$ cat config.mk
export PLATFORM = sky130hd
export DESIGN_NAME = result_serializer
export DESIGN_NICKNAME = d
export VERILOG_FILES = /design/src/rtl/result_serializer_pkg.sv /design/src/rtl/result_serializer.sv
export SDC_FILE = /design/constraint.sdc
export NUM_CORES = 1
export LEC_CHECK = 0
export ABC_AREA = 1
export BUFFER_PORTS_ARGS = -buffer_cell sky130_fd_sc_hd__buf_2
export CORE_MARGIN = 5
export CORE_UTILIZATION = 49
export CTS_CLUSTER_DIAMETER = 120
export DETAILED_ROUTE_END_ITERATION = 6
export GPL_ROUTABILITY_DRIVEN = 0
export PLACE_DENSITY = 0.74
export SLEW_MARGIN = 20
export SYNTH_ARGS = -nofsm -noshare
export SYNTH_HDL_FRONTEND = slang
export SYNTH_SLANG_ARGS = --single-unit
$ cat constraint.sdc
create_clock -name clk -period 1.1 [get_ports clk]
set_input_delay 0.055 -clock clk [delete_from_list [all_inputs] [get_ports clk]]
set_output_delay 0.055 -clock clk [all_outputs]
set_load 0.005 [all_outputs]
$ cat src/rtl/result_serializer_pkg.sv
// rtl/result_serializer_pkg.sv - FSM state type and counter sizing for result_serializer
// RESULT_SERIALIZER_PARITY_EN adds the PARITY state.
package result_serializer_pkg;

`ifdef RESULT_SERIALIZER_PARITY_EN
  typedef enum logic [1:0] {ST_IDLE, ST_SHIFT, ST_PARITY} state_t;
`else
  typedef enum logic {ST_IDLE, ST_SHIFT} state_t;
`endif

  function automatic int cnt_width(input int num_dst);
    return $clog2(num_dst + 1);
  endfunction

endpackage

$ cat src/rtl/result_serializer.sv
// rtl/result_serializer.sv - captures a parallel compressor result and shifts it out under valid/ready
// RESULT_SERIALIZER_PARITY_EN appends an even-parity bit after the data bits.
module result_serializer
  import result_serializer_pkg::*;
#(
  parameter int NUM_DST   = 17,
  parameter bit LSB_FIRST = 1'b1
) (
  input  logic               clk,
  input  logic               rst,
  input  logic [NUM_DST-1:0] dst,
  input  logic               start,
  output logic               sout,
  output logic               sout_valid,
  input  logic               sout_ready,
  output logic               busy,
  output logic               done
);

  localparam int            CW   = cnt_width(NUM_DST);
  localparam logic [CW-1:0] LAST = CW'(NUM_DST - 1);

  state_t             state;
  logic [NUM_DST-1:0] shreg;
  logic [NUM_DST-1:0] shreg_next;
  logic [CW-1:0]      cnt;
  logic               xfer;
`ifdef RESULT_SERIALIZER_PARITY_EN
  logic               parity;
`endif

  // The bit on the wire is always the head of the shift register.
  function automatic logic head(input logic [NUM_DST-1:0] v);
    return LSB_FIRST ? v[0] : v[NUM_DST-1];
  endfunction

  assign shreg_next = LSB_FIRST ? (shreg >> 1) : (shreg << 1);
  assign xfer       = sout_valid & sout_ready;

  always_ff @(posedge clk or posedge rst) begin
    if (rst) begin
      state      <= ST_IDLE;
      shreg      <= '0;
      cnt        <= '0;
      sout       <= 1'b0;
      sout_valid <= 1'b0;
      busy       <= 1'b0;
      done       <= 1'b0;
`ifdef RESULT_SERIALIZER_PARITY_EN
      parity     <= 1'b0;
`endif
    end else begin
      done <= 1'b0;
      case (state)
        ST_IDLE: begin
          if (start) begin
            state      <= ST_SHIFT;
            shreg      <= dst;
            cnt        <= '0;
            sout       <= head(dst);
            sout_valid <= 1'b1;
            busy       <= 1'b1;
`ifdef RESULT_SERIALIZER_PARITY_EN
            parity     <= ^dst;
`endif
          end
        end
        ST_SHIFT: begin
          if (xfer) begin
            // Counter saturates on the last data bit; it is reloaded on the next capture.
            if (cnt == LAST) begin
`ifdef RESULT_SERIALIZER_PARITY_EN
              state      <= ST_PARITY;
              sout       <= parity;
`else
              state      <= ST_IDLE;
              sout       <= 1'b0;
              sout_valid <= 1'b0;
              busy       <= 1'b0;
              done       <= 1'b1;
`endif
            end else begin
              shreg <= shreg_next;
              sout  <= head(shreg_next);
              cnt   <= cnt + 1'b1;
            end
          end
        end
`ifdef RESULT_SERIALIZER_PARITY_EN
        ST_PARITY: begin
          if (xfer) begin
            state      <= ST_IDLE;
            sout       <= 1'b0;
            sout_valid <= 1'b0;
            busy       <= 1'b0;
            done       <= 1'b1;
          end
        end
`endif
        default: state <= ST_IDLE;
      endcase
    end
  end

endmodule

==> impl_metrics.yaml <==
run_status:
  status: "finished with violations"
  failed_checks: "setup timing"
routing:
  wl_per_cell_microns: 11.54
  drt_first_pass_iters: 4
  drc: 0
  vias: 1252
  wl_mm: 2.942
  first_iter_violations: 51
  viasPerCell: 4.910
  detail-route-antenna-nets: 0
worst_setup_path:
  r2r-start: "cnt[0]"
  crit_start: "cnt[0]"
  r2r-end: "shreg[4]"
  end_kind: "flip-flop"
  crit_arrival_ps: 1480
  worstPathRequired_ps: 1330
  cp-start-kind: "flip-flop"
  r2r_slack_ps: -140
  endpoint: "shreg[4]"
  critical_path_class: "flip-flop to flip-flop"
  path_max_fanout: 4
  reg2reg_depth: 8
global_route:
  track_usage: 0.1532
  grt_max_degree: 26
  overflow: 0
  antenna_found_initial: 0
  grt_pass1_wl_mm: 5.085
  grt_pass1_vias: 1184
cts:
  root_buffer: "clkbuf_4"
  cts.path.max_buffers: 2
  cts_made_buffers: 3
  h-tree-depth: 1
  worstSkewPairLatency_ps: 320
  cts_num_sinks: 25
  cts_setup_buffers: 0
  cts_tree: "built"
  clk_pin_slew_ps: 140
synth:
  synth_area_leaders: "dfrtp_1 45%, nand2_1 29%, nand3_1 6.5%"
  syn_area_sq_mm: 0.001391
  syn_nets: 211
  yosysTopAreaCell: "dfrtp_1"
  yosys.cell_types.count: 18
  synth_cells: 188
  yosysSeqAreaShare: 0.4496
  synth_top_area_frac: 0.4496
  ys.warnings.count: 0
  ys_ff_latch: 25
  syn_avg_cell_area_sq_um: 7.401
floorplanning:
  pin_count: 25
  initial_core_util: 0.5089
  die_w_microns: 63.29
  core-area_sq_mm: 0.002734
  die_h_microns: 63.29
  die-area_sq_mm: 0.004005
  rows: 19
cells_and_area:
  design_area_sq_mm: 0.001715
  final_common_cell: "nand2_1"
  final_cell_mix: "103 x nand2_1, 25 x buf_2, 24 x dfrtp_1"
  layout-drive-gt1-share: 0.3125
  finalNetCount: 248
  area_growth_pct: 23.29
  diodes: 0
placement:
  dpl_cell_area_sq_mm: 0.001587
  place_ws_ps: -140.5
  port_buffers: 24
  dp_hpwl_mm: 2.014
sta:
  slew-limit-headroom: 0.7892
  finalCritPeriodShare: 1.131
  hold_viol: 0
  whs_ps: 22.38
  final-setup-viol-count: 22
  rsz0062_at_grt: "yes"
  max_freq_ghz: 0.8037
  slew_viol_final: 0
  fin_crit_ps: 1244
  worst_slack_ps: -144.2
  fin_skew_ps: 4.025
  tightest_slew_ps: 316.3
power:
  vdd_drop_max_mv: 1.181
  p_per_area_mw_per_mm2: 1518
  p_leak_nw: 0.9855
  finalPower_mw: 2.603
min_path:
  hp-class: "input pin to flip-flop"
flow_run:
  maxCapViolCount: 0
kinds of logic after synthesis:
logic type | synth area share
AOI/OAI and AO/OA | 0.003594
DFF | 0.4496
and+or+nand+nor | 0.4299
buffers and inverters | 0.09262
adders and majority gates | 0.01798
xor gates and xnor gates | 0.006296
what timing repair did:
| item | in CTS | in global routing |
|---|---|---|
| pin swaps | 8 | 4 |
| endpoints found under the setup margin | 24 | 27 |
| hold buffers | 1 | 0 |
| hold endpoints to repair | 25 | 0 |
| cloned | 1 | 0 |
| resized for setup | 12 | 9 |
state kept, by name, summed over array words and instances (netlist names):
register / count
state: 1
cnt: 5
busy: 1
done: 1
shreg: 16
sout: 1
per-stage QoR:
stage / cells / setup TNS [ps] / util
after CTS: 255 / -2955 / 0.6165
final: 255 / -2664 / 0.6275
after floorplan: 188 / -2394 / -
after global placement: 249 / -2118 / 0.5803
after global routing: 255 / -4641 / 0.6275
after detailed placement: 249 / -2809 / 0.5803
worst max-delay path, stage by stage (launching register included):
cell	delay, ps
dfrtp_1	410
inv_2	80
ha_4	120
nand2_2	50
inv_2	80
nand3_4	120
buf_2	180
nand3_1	60
nand2_1	50
worst min-delay path by stage:
stage / slack (ps) / from / cells past startpoint / to
floorplan: 80 / rst / 1 / busy
global placement: 120 / rst / 3 / shreg[10]
detailed placement: 120 / rst / 3 / shreg[10]
CTS: 10 / start / 3 / state
global route: 30 / start / 3 / state
finish: 20 / start / 3 / state
power breakdown:
| group | switching, mW | internal, mW |
|---|---|---|
| Clock | 0.285 | 0.139 |
| Combinational | 0.521 | 0.425 |
| Sequential | 0.119 | 1.11 |
metal layers:
metal  vias up  GRT usage  part of all wire
li1        647          -                 -
met1       570     0.2103              0.47
met2        31     0.2423              0.47
met3         4    0.02487             0.045
met4         0    0.05714             0.011
met5         -          0                 0
cell usage after synthesis, drive strengths merged:
cell,n
inv,10
ha,2
xnor2,1
nand3b,1
nand2,110
nand3,20
buf,10
a21oi,1
nand4,2
dfrtp,25
nor2,6
area by class of cell:
| cell class | count | area (sq um) |
|---|---|---|
| Clock buffer | 3 | 22.52 |
| Clock inverter | 1 | 7.507 |
| Fill cell | 240 | 1018 |
| Inverter | 10 | 40.04 |
| Multi-Input combinational cell | 143 | 713.2 |
| Sequential cell | 25 | 626.9 |
| Tap cell | 31 | 38.79 |
| Timing Repair Buffer | 42 | 266.5 |
Note: power is estimated with default switching activity, not from simulation.
